**src/rtl/bellek_hakem.sv**
```systemverilog
// bellek_hakem: two-master arbiter for the single-port system memory.
// Round-robin fairness with a bounded lock for read-modify-write sequences.
module bellek_hakem #(
    parameter int VERI_BIT    = 32,
    parameter int ADRES_BIT   = 32,
    parameter int KILIT_SINIR = 8
) (
    input  logic                 clk,
    input  logic                 rst,
    input  logic                 m0_istek,
    input  logic                 m0_yaz,
    input  logic [ADRES_BIT-1:0] m0_adres,
    input  logic [VERI_BIT-1:0]  m0_yaz_veri,
    input  logic                 m0_kilit,
    output logic                 m0_kabul,
    output logic [VERI_BIT-1:0]  m0_oku_veri,
    input  logic                 m1_istek,
    input  logic                 m1_yaz,
    input  logic [ADRES_BIT-1:0] m1_adres,
    input  logic [VERI_BIT-1:0]  m1_yaz_veri,
    input  logic                 m1_kilit,
    output logic                 m1_kabul,
    output logic [VERI_BIT-1:0]  m1_oku_veri,
    output logic [ADRES_BIT-1:0] bellek_adres,
    output logic [VERI_BIT-1:0]  bellek_yaz_veri,
    output logic                 bellek_yaz,
    input  logic [VERI_BIT-1:0]  bellek_oku_veri
);

    typedef enum logic [1:0] {
        BOSTA,
        ADRES,
        VERI
    } durum_t;

    localparam logic [ADRES_BIT-1:0] ADRES_SIFIR =
        ADRES_BIT'(32'h8000_0000);
    localparam logic [7:0] SINIR = 8'(KILIT_SINIR);

    durum_t               durum;
    logic                 sahip;
    logic                 son_sahip;
    logic                 yaz_r;
    logic                 kilit_bayrak;
    logic                 kilit_kazandi;
    logic [7:0]           kilit_sayac;
    logic [VERI_BIT-1:0]  m0_oku_r;
    logic [VERI_BIT-1:0]  m1_oku_r;

    logic [1:0]           istek;
    logic                 kilit_gecerli;
    logic                 kazanan_var;
    logic                 kazanan;
    logic                 sec_yaz;
    logic [ADRES_BIT-1:0] sec_adres;
    logic [VERI_BIT-1:0]  sec_veri;
    logic                 sahip_kilit;

    // The lock only wins while the owner is still asking for the bus.
    always_comb begin
        istek = {m1_istek, m0_istek};
        kilit_gecerli = kilit_bayrak
                      && istek[son_sahip]
                      && (kilit_sayac < SINIR);
        kazanan_var = |istek;
        if (kilit_gecerli) begin
            kazanan = son_sahip;
        end else if (&istek) begin
            kazanan = ~son_sahip;
        end else begin
            kazanan = istek[1];
        end
    end

    always_comb begin
        sec_yaz     = kazanan ? m1_yaz : m0_yaz;
        sec_adres   = kazanan ? m1_adres : m0_adres;
        sec_veri    = kazanan ? m1_yaz_veri : m0_yaz_veri;
        sahip_kilit = sahip ? m1_kilit : m0_kilit;
    end

    always_ff @(posedge clk or negedge rst) begin
        if (!rst) begin
            durum           <= BOSTA;
            sahip           <= 1'b0;
            yaz_r           <= 1'b0;
            kilit_kazandi   <= 1'b0;
            bellek_adres    <= ADRES_SIFIR;
            bellek_yaz_veri <= '0;
            bellek_yaz      <= 1'b0;
            m0_kabul        <= 1'b0;
            m1_kabul        <= 1'b0;
            m0_oku_r        <= '0;
            m1_oku_r        <= '0;
        end else begin
            m0_kabul        <= 1'b0;
            m1_kabul        <= 1'b0;
            bellek_yaz      <= 1'b0;
            bellek_yaz_veri <= '0;
            unique case (durum)
                BOSTA: begin
                    if (kazanan_var) begin
                        durum         <= ADRES;
                        sahip         <= kazanan;
                        yaz_r         <= sec_yaz;
                        kilit_kazandi <= kilit_gecerli;
                        bellek_adres  <= sec_adres;
                        // A write completes in the address cycle itself.
                        if (sec_yaz) begin
                            bellek_yaz      <= 1'b1;
                            bellek_yaz_veri <= sec_veri;
                            m0_kabul        <= ~kazanan;
                            m1_kabul        <= kazanan;
                        end
                    end
                end
                ADRES: begin
                    if (yaz_r) begin
                        durum <= BOSTA;
                    end else begin
                        durum    <= VERI;
                        m0_kabul <= ~sahip;
                        m1_kabul <= sahip;
                    end
                end
                VERI: begin
                    durum <= BOSTA;
                    if (sahip) begin
                        m1_oku_r <= bellek_oku_veri;
                    end else begin
                        m0_oku_r <= bellek_oku_veri;
                    end
                end
                default: durum <= BOSTA;
            endcase
        end
    end

    // Ownership history advances on the edge that closes a kabul cycle.
    always_ff @(posedge clk or negedge rst) begin
        if (!rst) begin
            son_sahip    <= 1'b1;
            kilit_bayrak <= 1'b0;
            kilit_sayac  <= 8'd0;
        end else if (m0_kabul || m1_kabul) begin
            son_sahip    <= sahip;
            kilit_bayrak <= sahip_kilit;
            kilit_sayac  <= kilit_kazandi ? kilit_sayac + 8'd1 : 8'd0;
        end
    end

    assign m0_oku_veri = (durum == VERI && !sahip)
                       ? bellek_oku_veri : m0_oku_r;
    assign m1_oku_veri = (durum == VERI && sahip)
                       ? bellek_oku_veri : m1_oku_r;

endmodule

```
**config.mk**
```make
export PLATFORM = sky130hd
export DESIGN_NAME = bellek_hakem
export DESIGN_NICKNAME = d
export VERILOG_FILES = /design/src/rtl/bellek_hakem.sv
export SDC_FILE = /design/constraint.sdc
export NUM_CORES = 1
export LEC_CHECK = 0
export BUFFER_PORTS_ARGS = -buffer_cell sky130_fd_sc_hd__buf_2
export CAP_MARGIN = 40
export CORE_ASPECT_RATIO = 0.75
export CORE_MARGIN = 2
export CORE_UTILIZATION = 30
export DETAILED_ROUTE_END_ITERATION = 12
export PLACE_DENSITY = 0.68
export SETUP_SLACK_MARGIN = 0.05
export SLEW_MARGIN = 20
export SYNTH_ARGS = -nofsm -noshare
export SYNTH_HDL_FRONTEND = slang
export SYNTH_SLANG_ARGS = --single-unit
```
**constraint.sdc**
```tcl
create_clock -name clk -period 2.1 [get_ports clk]
set_clock_uncertainty 0.15 [all_clocks]
set_input_delay 0.21 -clock clk [delete_from_list [all_inputs] [get_ports clk]]
set_output_delay 0.21 -clock clk [all_outputs]
set_load 0.03 [all_outputs]
```
Word level (Yosys, flattened, before mapping)

Index checks and enable logic that the tools add are counted.

Add/subtract/negate cells: 1
$mul: 0
Divide/modulo/power cells: 0
Order comparisons: 2
Eq/ne operators: 3
Shifts and indexed selects: 0
Muxes and demuxes: 28
Bitwise gates (word level): 3
Reduce and logical (&&, ||, !) cells: 12

Operator list:

| cell                                                | number |
|---|---|
| 2-to-1 mux 32 bit                                   | 7 |
| 2-to-1 mux 1 bit                                    | 15 |
| adder 8 x 1 -> 8 bit (second input constant)        | 1 |
| < comparator 8 x 4 -> 1 bit (second input constant) | 1 |
| 2-to-1 mux 8 bit                                    | 1 |
| AND reduction 2 bit                                 | 4 |
| logical AND 1 bit                                   | 4 |
| 2-to-1 mux 2 bit                                    | 2 |
| one-hot mux 1 bit (2 select lines)                  | 2 |
| one-hot mux 2 bit (2 select lines)                  | 1 |
| NOT 1 bit                                           | 3 |
| == test 2 x 1 -> 1 bit (second input constant)      | 1 |
| == test 2 bit (second input constant)               | 1 |
| logical NOT 2 bit                                   | 1 |
| < comparator 1 x 2 -> 1 bit (second input constant) | 1 |
| != test 2 bit (second input constant)               | 1 |
| OR reduction 2 bit                                  | 1 |
| logical NOT 1 bit                                   | 1 |
| logical OR 1 bit                                    | 1 |

Flip-flop bits (word level): 146
Bits in latches: 0
RAM bits: 0
ROM bits: 0
Input port bits: 168
Output and inout port bits: 131
Word-level logic and storage cells: 63
Memories kept: 0

Longest topological paths before layout

Gate-level depths: netlist of the first run.

Word-level depth: 9
Depth in mapped cells: 6
Mapped depth without buffers: 5

Worst setup path after synthesis of the first run

OpenSTA, ideal clock, no wires.

Kind: register -> output
From: reg sahip
To: out m0_oku_veri[10]
Arrival time: 1.623 ns
Required time: 1.740 ns
Slack: 0.117 ns
Stages on the path, launching flop included: 5
Buffers on the path: 2
Cell sequence: dfrtp_1 -> clkbuf_1 -> nor3b_1 -> buf_2 -> mux2_2

Word-level cells in the longest chain between the ends: 3

RTL lines:

| element                | RTL line | RTL |
|---|---|---|
| start, declared        | 41       | `logic sahip;` |
| start signal, assigned | 104      | `sahip <= kazanan;` |
| logical NOT 1 bit      | 152      | `assign m0_oku_veri = (durum == VERI && !sahip)` |
| logical AND 1 bit      | 152      |  |
| 2-to-1 mux 32 bit      | 153      | `? bellek_oku_veri : m0_oku_r;` |
| end, declared          | 16       | `output logic [VERI_BIT-1:0] m0_oku_veri,` |

Every way passes these cells.

Worst setup path after layout of the first run

From: reg durum[0]
To: out m0_oku_veri[19]

Word-level cells in the longest chain between the ends: 3

RTL lines:

| element                | RTL line | RTL |
|---|---|---|
| start, declared        | 40       | `durum_t durum;` |
| start signal, assigned | 84       | `durum <= BOSTA;` |
| start signal, assigned | 103      | `durum <= ADRES;` |
| start signal, assigned | 119      | `durum <= BOSTA;` |
| == test 2 bit          | 152      |  |
| logical AND 1 bit      | 152      |  |
| 2-to-1 mux 32 bit      | 153      |  |

Every way passes these cells.

==> results.rst, run 1 <==
.. list-table::
   :header-rows: 1

   * - Metric
     - Value
   * - R2R setup slack
     - -40 ps
   * - Number of clock buffers inserted by TritonCTS
     - 17
   * - Post-Synthesis Net Count
     - 720
   * - Mapped cell area
     - 6476 µm²
   * - Total count of max-transition violations in the final report
     - 0
   * - Worst IR Drop VDD
     - 0.6620 mV
   * - Number of hold violations in the final report
     - 0
   * - Post-layout net count
     - 1251
   * - Result of the run
     - complete, but fails checks
   * - Cells after DPL
     - around 1100
   * - DR vias/cell
     - just over 5
   * - Buffer depth of the longest clock path
     - 2
   * - Setup-failing EPs final
     - 94
   * - Crit path capture type
     - output pin
   * - Count of cell types in the netlist
     - 41
   * - Sum Neg Setup Slack
     - -8018 ps
   * - CP required
     - 1740 ps
   * - Violations in the final reports
     - setup timing
   * - Final critical path time including I/O delays and setup
     - 2269 ps
   * - Critical path's top delay family
     - buffers and inverters
   * - Placeable core region
     - 21180 µm²
   * - Buffers & Inverters on Critical Path
     - 3
   * - Slowest stage cell, crit path
     - dfrtp_2
   * - Number of iterations in the first detailed-routing pass
     - 5
   * - Die Span Y
     - 131.2 µm
   * - Simple-gate share of the synthesized area
     - 7.631%
   * - Clock sinks
     - 146
   * - Post-layout worst setup margin
     - -169.4 ps
   * - DRT Wirelength
     - between 30000 and 40000 µm
   * - Power density of the placed cells
     - 1480 nW/µm²
   * - Tightest Hold Check Type
     - in2reg
   * - Row cnt
     - 46
   * - CP Max Fanout
     - 8
   * - CTS clock-pin slew for the worst setup and hold paths
     - approximately 70 ps
   * - Layout cell share with drive strength beyond 1
     - 55.89%
   * - Initial Utilization
     - between 30% and 40%
   * - Post-synthesis compound-gate area fraction
     - 19.24%
   * - Total congestion overflow
     - 0
   * - Async set or reset register ratio after synthesis
     - 100.0%
   * - Worst setup SP type
     - flip-flop
   * - Worst slew margin
     - a little over two thirds
   * - Count of state elements after synthesis
     - between 100 and 150
   * - Clock root buffer
     - clkbuf_16
   * - Final cycle utilization of the critical path
     - 108.1%
   * - Count of flip-flops with a built-in enable after synthesis
     - 0
   * - Most Frequent Cell on Critical Path
     - buf_6
   * - Leak
     - approximately 5.8 nW
   * - Primary FF master, synth
     - dfrtp_1
   * - Number of port buffers
     - 298
   * - Vias after detailed routing
     - 7163
   * - Cells traversed along the worst timing path
     - nor3b_4 > buf_6 > clkbuf_16 > mux2_4 > buf_6
   * - Remaining routing DRC violations
     - 0
   * - Number of standard cells after synthesis
     - between 500 and 600
   * - Largest net degree at the start of global routing
     - 50
   * - GRT Util Overall
     - 22.43%
   * - WL/cell
     - around 22 µm
   * - Share of synthesized cell area in full adder, half adder and majority cells
     - 0.1932%
   * - CP peak stage delay
     - roughly 440 ps
   * - Crit path DAT
     - 1910 ps
   * - Sequential fraction of the synthesis area
     - between 50% and 60%
   * - Count of placed standard cells in the final layout, fillers left out
     - 1384
   * - Avg Inst Size Synth
     - approximately 12 µm²
   * - Post-synthesis mux area share
     - 11.63%
   * - Area of the die
     - about 23000 µm²
   * - HPWL Detailed
     - 15140 µm
   * - Unrepaired setup endpoints after global routing
     - true
   * - Main combinational cell family by area after synthesis
     - compound AO/OA/AOI/OAI gates
   * - Timing-limited maximum frequency
     - 0.4407 GHz
   * - Antenna viol nets, final
     - 0
   * - Latest clock arrival within the worst-skew pair
     - 420 ps
   * - Final Wtd Congestion
     - 0.7863
   * - Global-route wire length before repair
     - 39680 µm
   * - Number of placed I/O pins
     - 299
   * - CTS HTree Levels
     - 4
   * - Hold slack
     - 88.23 ps
   * - Antenna violations before repair
     - 1
   * - Area overhead of the layout relative to synthesis
     - 94.92%
   * - Count of max-cap constraint violations
     - 0
   * - Worst setup path class
     - reg2out
   * - Transition time at the pin with the least slew margin
     - roughly 440 ps
   * - Die boundary width
     - 173.7 µm
   * - TritonCTS clock tree
     - yes
   * - Number of global-route vias before repair
     - between 7000 and 8000
   * - Count of routing violations after the opening detailed-route iteration
     - a little under 600
   * - Ys Warns
     - 0
   * - Fraction of synthesized cell area in xor and xnor cells
     - 0.1352%
[where the power goes]
group / switching (mW) / total [mW] / internal (mW)
Sequential: 0.576 / 4.58 / 4.00
Combinational: 6.27 / 11.1 / 4.87
Clock: 1.39 / 2.96 / 1.57
Total: 8.23 / 18.7 / 10.4
[worst register-to-register path, delay by kind of cell, from the launching register on]
kind	cells	cell delay, ps
AND/OR/NAND/NOR	2	790
flip-flops	1	390
buffers and inverters	2	380
AO/OA/AOI/OAI	2	310
[metal layers]
metal | up-vias | wire (µm) | global-route usage, %
met5 | - | 0 | 0
met4 | 0 | 886 | 8.777
met3 | 68 | 2487 | 5.874
met2 | 473 | 14870 | 37.04
met1 | 3532 | 12190 | 28.16
li1 | 3090 | - | -
[sequential cells by signal, summed over array words and instances, names as in the netlist, 2 cells and up]
signal / cells
bellek_yaz_veri: 32
bellek_adres: 32
m0_oku_r: 32
m1_oku_r: 32
durum: 2
kilit_sayac: 8
[Yosys cell counts, types with 2 or more instances]
| cell type | n | share of area [%] |
|---|---|---|
| o21ai_1 | 38 | 2.9 |
| clkbuf_1 | 19 | 1.1 |
| buf_6 | 8 | 1.4 |
| o21ai_0 | 20 | 1.5 |
| buf_1 | 3 | 0.17 |
| a22oi_1 | 15 | 1.7 |
| nor3b_1 | 2 | 0.23 |
| buf_2 | 13 | 1.0 |
| a21oi_1 | 35 | 2.7 |
| a31oi_1 | 32 | 3.1 |
| nor2b_1 | 2 | 0.19 |
| a21o_1 | 4 | 0.46 |
| a22oi_2 | 17 | 3.3 |
| o21ai_2 | 17 | 2.3 |
| buf_8 | 2 | 0.46 |
| nand3_1 | 36 | 2.8 |
| nand2_1 | 15 | 0.87 |
| mux2_2 | 66 | 11 |
| buf_4 | 3 | 0.35 |
| dfrtp_1 | 144 | 56 |
| or3_1 | 2 | 0.19 |
| dfstp_2 | 2 | 0.81 |
| nor2_1 | 37 | 2.1 |
| o31ai_1 | 2 | 0.23 |
[per-stage QoR]
step	power, mW	setup WS (ps)	utilization (%)	area [µm²]
2_1_floorplan	9.679	116.6	-	6476
3_3_place_gp	12.01	8.276	40.47	8571
3_5_place_dp	12.14	24.40	40.47	8571
4_1_cts	16.29	-208.3	53.27	11280
5_1_grt	19.44	-237.7	59.60	12620
6_report	18.68	-169.4	59.60	12620
[repair_timing]
action                                  4_1_cts  5_1_grt
hold buffers                                164        0
resized for setup                            96      196
cloned                                        6       15
setup buffers                                 8       32
endpoints found under the setup margin       94      129
endpoints found under the hold margin       273        0
pin swaps                                     7       45
[placed cells by master, fill, tap and decap left out, drive strengths merged, types with 2 or more instances in the layout]
cell | synthesis | routed
nand3 | 36 | 36
a22oi | 32 | 32
clkinv | 0 | 3
buf | 29 | 382
a31oi | 32 | 32
mux2 | 66 | 66
clkinvlp | 0 | 2
o21ai | 76 | 76
or3 | 2 | 2
dfstp | 2 | 2
nand2 | 15 | 15
nor2 | 37 | 37
dlygate4sd3 | 0 | 164
o21a | 1 | 3
dfrtp | 144 | 144
o31ai | 2 | 2
clkbuf | 20 | 31
a21oi | 35 | 35
or4b | 2 | 2
nor2b | 2 | 2
nor3b | 2 | 2
a21o | 4 | 4
inv | 2 | 11
[worst paths after layout]
path	from	end	depth (start not counted)
hold reg to reg	yaz_r	durum[1]	1
min in group asynchronous	rst	m1_oku_r[7]	2
setup / recovery	durum[0]	m0_oku_veri[19]	5
setup reg to reg	kilit_sayac[4]	bellek_yaz_veri[13]	6
max in group asynchronous	rst	m1_oku_r[0]	3
hold / removal	m0_istek	durum[0]	4
[kinds of logic after synthesis]
kind of cell	count (synthesis)
muxes	67
buffers and inverters	51
DFF	146
AOI/OAI and AO/OA	184
and+or+nand+nor	101
xor gates and xnor gates	1
adders and majority gates	1
[final cells by class]
class	count	area, µm²
diodes	1	2.502
clock buffers	18	429.2
clock inverters	14	135.1
fillers	1597	8557
inverters	2	7.507
multi-input cells	356	3161
flip-flops and latches	146	3659
well taps	288	360.3
repair buffers	559	4870
(Power assumes the default switching activity.)
==> run 2: changes to the inputs <==
Settings changed: CELL_PAD_IN_SITES_DETAIL_PLACEMENT set to 1, CELL_PAD_IN_SITES_GLOBAL_PLACEMENT set to 1, CORE_ASPECT_RATIO 0.75 to not set, PLACE_DENSITY 0.68 to 0.83.
==> results.rst, run 2 (synthesized netlist as in run 1, its figures left out) <==
.. list-table::
   :header-rows: 1

   * - Metric
     - Value
   * - CP peak stage delay
     - 420 ps (was 440 ps)
   * - Number of global-route vias before repair
     - 7787 (was 7041)
   * - Timing-limited maximum frequency
     - 0.4337 GHz (was 0.4407 GHz)
   * - Buffer depth of the longest clock path
     - 2 (unchanged)
   * - Vias after detailed routing
     - 7177 (was 7163)
   * - TritonCTS clock tree
     - yes (unchanged)
   * - DRT Wirelength
     - 36460 µm (was 30430 µm)
   * - Latest clock arrival within the worst-skew pair
     - 410 ps (was 420 ps)
   * - Total congestion overflow
     - 0 (unchanged)
   * - Worst setup SP type
     - flip-flop (unchanged)
   * - Total power
     - 18.99 mW (was 18.68 mW)
   * - Count of filler cells inserted in the layout
     - 2152 (was 1597)
   * - Count of max-cap constraint violations
     - 0 (unchanged)
   * - R2R setup slack
     - -80 ps (was -40 ps)
   * - Worst setup path class
     - reg2out (unchanged)
   * - Commonest non-fill, non-tap cell in the layout
     - buf_2 (unchanged)
   * - Number of iterations in the first detailed-routing pass
     - 4 (was 5)
   * - CP Max Fanout
     - 32 (was 8)
   * - Crit path capture type
     - output pin (unchanged)
   * - Result of the run
     - complete, but fails checks (unchanged)
   * - Final Wtd Congestion
     - 0.7998 (was 0.7863)
   * - Final core utilization
     - 59.49% (was 59.60%)
   * - Count of routing violations after the opening detailed-route iteration
     - 325 (was 587)
   * - Most Crowded Layer GR
     - met2 (unchanged)
   * - Number of clock buffers inserted by TritonCTS
     - 17 (unchanged)
   * - Worst slew margin
     - 54.42% (was 70.77%)
   * - GR Layer Usage met1
     - 28.32% (was 28.16%)
   * - Placeable core region
     - 21090 µm² (was 21180 µm²)
   * - Met2 GRT Util
     - 45.66% (was 37.04%)
   * - Critical path's top delay family
     - buffers and inverters (unchanged)
   * - Layout cell share with drive strength beyond 1
     - 57.29% (was 55.89%)
   * - CP required
     - 1740 ps (about the same)
   * - Antenna viol nets, final
     - 0 (unchanged)
   * - Number of placed I/O pins
     - 299 (unchanged)
   * - HPWL Detailed
     - 16780 µm (was 15140 µm)
   * - Violations in the final reports
     - setup timing (unchanged)
   * - Final critical path time including I/O delays and setup
     - 2306 ps (was 2269 ps)
   * - GRT Util Overall
     - 26.01% (was 22.43%)
   * - Transition time at the pin with the least slew margin
     - 683.8 ps (was 436.3 ps)
   * - Slowest stage cell, crit path
     - dfrtp_1 (was dfrtp_2)
   * - WL/cell
     - 26.93 µm (was 21.99 µm)
   * - Met3 track demand over resource in global routing
     - 6.988% (was 5.874%)
   * - Final cycle utilization of the critical path
     - 109.8% (was 108.1%)
   * - Most frequent cells in the layout
     - buf_2, dlygate4sd3_1, dfrtp_1, buf_4, buf_6 (was buf_2, dlygate4sd3_1, dfrtp_1, buf_6, buf_4)
   * - Die boundary width
     - 150.9 µm (was 173.7 µm)
   * - Antenna violations before repair
     - 0 (was 1)
   * - Post-layout worst setup margin
     - -206.0 ps (was -169.4 ps)
   * - Cell count of the worst reg-to-reg path
     - 7 (was 6)
   * - Power density of the placed cells
     - 1513 nW/µm² (was 1480 nW/µm²)
   * - Area overhead of the layout relative to synthesis
     - 93.70% (was 94.92%)
   * - Clock sinks
     - 146 (unchanged)
   * - Cells traversed along the worst timing path
     - buf_6 > nand3b_1 > buf_12 > mux2_2 > buf_2 (was nor3b_4 > buf_6 > clkbuf_16 > mux2_4 > buf_6)
   * - Sum Neg Setup Slack
     - -10900 ps (was -8018 ps)
   * - Buffers & Inverters on Critical Path
     - 3 (unchanged)
   * - CTS clock-pin slew for the worst setup and hold paths
     - 80 ps (was 70 ps)
   * - Unrepaired setup endpoints after global routing
     - true (unchanged)
   * - Worst IR Drop VDD
     - 0.6135 mV (was 0.6620 mV)
   * - Global-route wire length before repair
     - 44590 µm (was 39680 µm)
   * - Clock root buffer
     - clkbuf_16 (unchanged)
   * - Number of hold violations in the final report
     - 0 (unchanged)
   * - Area of the die
     - 22780 µm² (was 22790 µm²)
   * - Leak
     - 5.659 nW (was 5.844 nW)
   * - DR vias/cell
     - 5.301 (was 5.176)
   * - Initial Utilization
     - 30.71% (was 30.58%)
   * - Total count of max-transition violations in the final report
     - 0 (unchanged)
   * - CTS HTree Levels
     - 4 (unchanged)
   * - Worst slack, placed
     - 43.30 ps (was 24.40 ps)
   * - Die Span Y
     - 150.9 µm (was 131.2 µm)
   * - Row cnt
     - 53 (was 46)
   * - Crit path DAT
     - 1950 ps (was 1910 ps)
   * - Worst r2r src
     - kilit_sayac[7] (was kilit_sayac[4])
   * - Post-layout net count
     - 1233 (was 1251)
   * - Largest net degree at the start of global routing
     - 55 (was 50)
   * - Remaining routing DRC violations
     - 0 (unchanged)
   * - Tightest Hold Check Type
     - in2async (was in2reg)
   * - Setup-failing EPs final
     - 79 (was 94)
   * - Number of port buffers
     - 298 (unchanged)
   * - Worst r2r dst
     - bellek_adres[24] (was bellek_yaz_veri[13])
-- run 2: cell count changes in the layout (fill, tap and decap cells not counted), sizes merged --
cell,before,now
clkinv,3,4
o21a,3,2
buf,382,365
clkinvlp,2,3
diode,1,2
inv,11,10
dlygate4sd3,164,163
-- run 2: routing by layer --
layer / wire, µm / vias up
met5: 0 / -
met4: 1740 / 0
met3: 2613 / 109
met2: 18360 / 409
met1: 13750 / 3609
li1: - / 3050
-- run 2: worst max-delay path by stage --
stage                    from                   to  slack (ps)  cells after the start
global route         durum[0]      m1_oku_veri[19]        -260                      5
floorplan               sahip      m0_oku_veri[10]         120                      4
global placement    son_sahip     bellek_adres[21]          90                      5
finish               durum[0]      m1_oku_veri[19]        -210                      5
CTS                     sahip      m0_oku_veri[30]        -220                      5
detailed placement  son_sahip  bellek_yaz_veri[10]          40                      6
-- run 2: final cells by class --
| type | instances | area (µm²) | area share [%] |
|---|---|---|---|
| Timing Repair Buffer | 542 | 4582 | 36.53 |
| Sequential cell | 146 | 3657 | 29.15 |
| Multi-Input combinational cell | 355 | 3402 | 27.12 |
| Clock buffer | 17 | 425.4 | 3.391 |
| Tap cell | 275 | 344.1 | 2.743 |
| Clock inverter | 15 | 121.4 | 0.9675 |
| Inverter | 2 | 7.507 | 0.05984 |
| Antenna cell | 2 | 5.005 | 0.03990 |
-- run 2: power by group --
part           switching (mW)  total (mW)  internal (mW)
clock network            1.39        2.94           1.55
registers               0.649        4.65           4.00
logic                    6.68        11.4           4.72
total                    8.72        19.0           10.3
-- run 2: timing repair --
action / 4_1_cts / 5_1_grt
hold buffers: 163 / 0
setup buffers: 3 / 23
pin swaps: 2 / 57
resized for setup: 85 / 197
cloned: 1 / 22
endpoints found under the setup margin: 66 / 123
hold endpoints to repair: 227 / 0
-- run 2: worst reg2reg max path, delay by kind of cell (launching register included) --
kind            cells  cell delay, ps
flops               1             390
compound gates      3             540
buf+inv             3             440
simple gates        1             560
-- run 2: per-stage QoR --
step | hold WS [ps] | cells | cell area (µm²)
2_1_floorplan | -235.6 | 551 | 6476
3_3_place_gp | 25.91 | 1108 | 8484
3_5_place_dp | 31.02 | 1108 | 8484
4_1_cts | 61.20 | 1307 | 10970
5_1_grt | 166.3 | 1352 | 12540
6_report | 145.3 | 1354 | 12540
==> run 3: changes to the inputs <==
Settings changed: CORE_ASPECT_RATIO set to 2.
==> results.rst, run 3 (synthesized netlist as in run 1, its figures left out) <==
.. list-table::
   :header-rows: 1

   * - Metric
     - Value
   * - Result of the run
     - complete, but fails checks (unchanged)
   * - Violations in the final reports
     - setup timing (unchanged)
   * - Commonest non-fill, non-tap cell in the layout
     - buf_2 (unchanged)
   * - DR vias/cell
     - 5.386 (was 5.301)
   * - Worst setup SP type
     - flip-flop (unchanged)
   * - Number of iterations in the first detailed-routing pass
     - 5 (was 4)
   * - Worst setup path class
     - reg2out (unchanged)
   * - Power density of the placed cells
     - 1541 nW/µm² (was 1513 nW/µm²)
   * - Unrepaired setup endpoints after global routing
     - true (unchanged)
   * - DP Area
     - 8447 µm² (was 8484 µm²)
   * - CP required
     - 1740 ps (about the same)
   * - Count of placed standard cells in the final layout, fillers left out
     - 1359 (was 1354)
   * - Transition time at the pin with the least slew margin
     - 539.4 ps (was 683.8 ps)
   * - Tightest Hold Check Type
     - in2reg (was in2async)
   * - Final core utilization
     - 59.63% (was 59.49%)
   * - Leak
     - 5.784 nW (was 5.659 nW)
   * - CTS HTree Levels
     - 4 (unchanged)
   * - Layout cell share with drive strength beyond 1
     - 56.67% (was 57.29%)
   * - Cell count of the worst reg-to-reg path
     - 8 (was 7)
   * - Count of max-cap constraint violations
     - 0 (unchanged)
   * - Global-route wire length before repair
     - 46230 µm (was 44590 µm)
   * - HPWL Detailed
     - 16900 µm (was 16780 µm)
   * - Post-layout worst setup margin
     - -212.9 ps (was -206.0 ps)
   * - CP Max Fanout
     - 8 (was 32)
   * - Largest net degree at the start of global routing
     - 49 (was 55)
   * - Post-layout net count
     - 1236 (was 1233)
   * - Worst IR Drop VDD
     - 0.8359 mV (was 0.6135 mV)
   * - Antenna violations before repair
     - 2 (was 0)
   * - Die Span Y
     - 211.8 µm (was 150.9 µm)
   * - Total count of max-transition violations in the final report
     - 0 (unchanged)
   * - Post-layout instance area
     - 12760 µm² (was 12540 µm²)
   * - Buffer depth of the longest clock path
     - 2 (unchanged)
   * - Area overhead of the layout relative to synthesis
     - 96.99% (was 93.70%)
   * - Clock sinks
     - 146 (unchanged)
   * - Total power
     - 19.66 mW (was 18.99 mW)
   * - Crit path capture type
     - output pin (unchanged)
   * - TritonCTS clock tree
     - yes (unchanged)
   * - Count of routing violations after the opening detailed-route iteration
     - 381 (was 325)
   * - Initial Utilization
     - 30.27% (was 30.71%)
   * - WL/cell
     - 27.79 µm (was 26.93 µm)
   * - Number of port buffers
     - 298 (unchanged)
   * - Number of placed I/O pins
     - 299 (unchanged)
   * - Final cycle utilization of the critical path
     - 110.1% (was 109.8%)
   * - Number of hold violations in the final report
     - 0 (unchanged)
   * - Vias after detailed routing
     - 7320 (was 7177)
   * - Latest clock arrival within the worst-skew pair
     - 440 ps (was 410 ps)
   * - Clock root buffer
     - clkbuf_16 (unchanged)
   * - Final Wtd Congestion
     - 0.8297 (was 0.7998)
   * - Worst slew margin
     - 63.96% (was 54.42%)
   * - Hold slack
     - 122.5 ps (was 145.3 ps)
   * - Row cnt
     - 76 (was 53)
   * - CTS clock-pin slew for the worst setup and hold paths
     - 60 ps (was 80 ps)
   * - Number of clock buffers inserted by TritonCTS
     - 17 (unchanged)
   * - Remaining routing DRC violations
     - 0 (unchanged)
   * - Final critical path time including I/O delays and setup
     - 2313 ps (was 2306 ps)
   * - Setup-failing EPs final
     - 124 (was 79)
   * - Most frequent cells in the layout
     - buf_2, dlygate4sd3_1, dfrtp_1, buf_6, buf_4 (was buf_2, dlygate4sd3_1, dfrtp_1, buf_4, buf_6)
   * - Number of global-route vias before repair
     - 7957 (was 7787)
   * - Total congestion overflow
     - 0 (unchanged)
   * - Timing-limited maximum frequency
     - 0.4324 GHz (was 0.4337 GHz)
   * - Die boundary width
     - 107.9 µm (was 150.9 µm)
   * - Placeable core region
     - 21400 µm² (was 21090 µm²)
   * - GRT Util Overall
     - 27.08% (was 26.01%)
   * - Cells after DPL
     - 1109 (was 1108)
   * - Crit path DAT
     - 1950 ps (about the same)
   * - Antenna viol nets, final
     - 0 (unchanged)
   * - Area of the die
     - 22850 µm² (was 22780 µm²)
   * - DRT Wirelength
     - 37770 µm (was 36460 µm)
   * - Worst hold path cell count
     - 4
==> run 3: cell types whose count changed in the layout (fill, tap and decap cells not counted), moves of 3 or more <==
cell	before	now
buf_6	44	76
buf_4	63	40
o21ai_1	19	29
o21ai_2	32	24
mux2_2	33	27
mux2_4	33	39
o21ai_0	17	11
bufinv_16	0	5
a31oi_4	26	22
diode_2	2	6
inv_6	6	2
o21ai_4	8	12
clkbuf_16	31	28
==> run 3: path summary, 6_finish.rpt <==
check | from | endpoint | slack [ps]
max | durum[0] | m0_oku_veri[15] | -210
min | m1_yaz | m1_kabul | 120
max reg2reg | kilit_sayac[7] | bellek_yaz_veri[13] | -190
min reg2reg | m0_oku_r[4] | m0_oku_r[4] | 350
max in group asynchronous | rst | m0_oku_r[21] | 990
min in group asynchronous | rst | m1_oku_r[14] | 160
==> run 3: where the power goes <==
| group | total, mW | internal (mW) | switching [mW] |
|---|---|---|---|
| Combinational | 11.6 | 4.86 | 6.74 |
| Clock | 3.45 | 2.15 | 1.30 |
| Sequential | 4.60 | 4.00 | 0.605 |
==> run 3: timing repair <==
item	in CTS	in global routing
endpoints found under the setup margin	95	127
hold buffers	163	0
resized for setup	105	221
setup buffers	7	25
gates cloned	6	13
pin swaps	4	51
hold endpoints to repair	273	0
==> run 3: metal layers <==
| layer | part of all wire (%) | global-route usage (%) | vias up |
|---|---|---|---|
| met5 | 0 | 0 | - |
| met4 | 6.5 | 16.80 | 0 |
| met3 | 5.3 | 6.158 | 152 |
| met2 | 55 | 49.43 | 402 |
| met1 | 33 | 27.07 | 3708 |
| li1 | - | - | 3058 |
==> run 3: worst max-delay path, stage by stage, from the launching register on <==
cell and delay (ps):
dfrtp_2 440, nor3b_4 250, buf_6 170, clkbuf_16 170, mux2_4 330, buf_6 150
==> run 3: layout make-up <==
cell class,count,area [µm²]
Tap cell,273,341.6
Sequential cell,146,3657
Multi-Input combinational cell,354,3379
Timing Repair Buffer,546,4705
Fill cell,2164,8638
Inverter,2,7.507
Clock inverter,12,205.2
Clock buffer,20,446.7
Antenna cell,6,15.01
==> run 3: stage by stage <==
step,setup slack [ps],setup TNS (ps)
after global routing,-264.0,-19900
final,-212.9,-14670
after floorplan,116.6,0
after global placement,44.06,0
after detailed placement,-19.60,-23.49
after CTS,-241.5,-10210
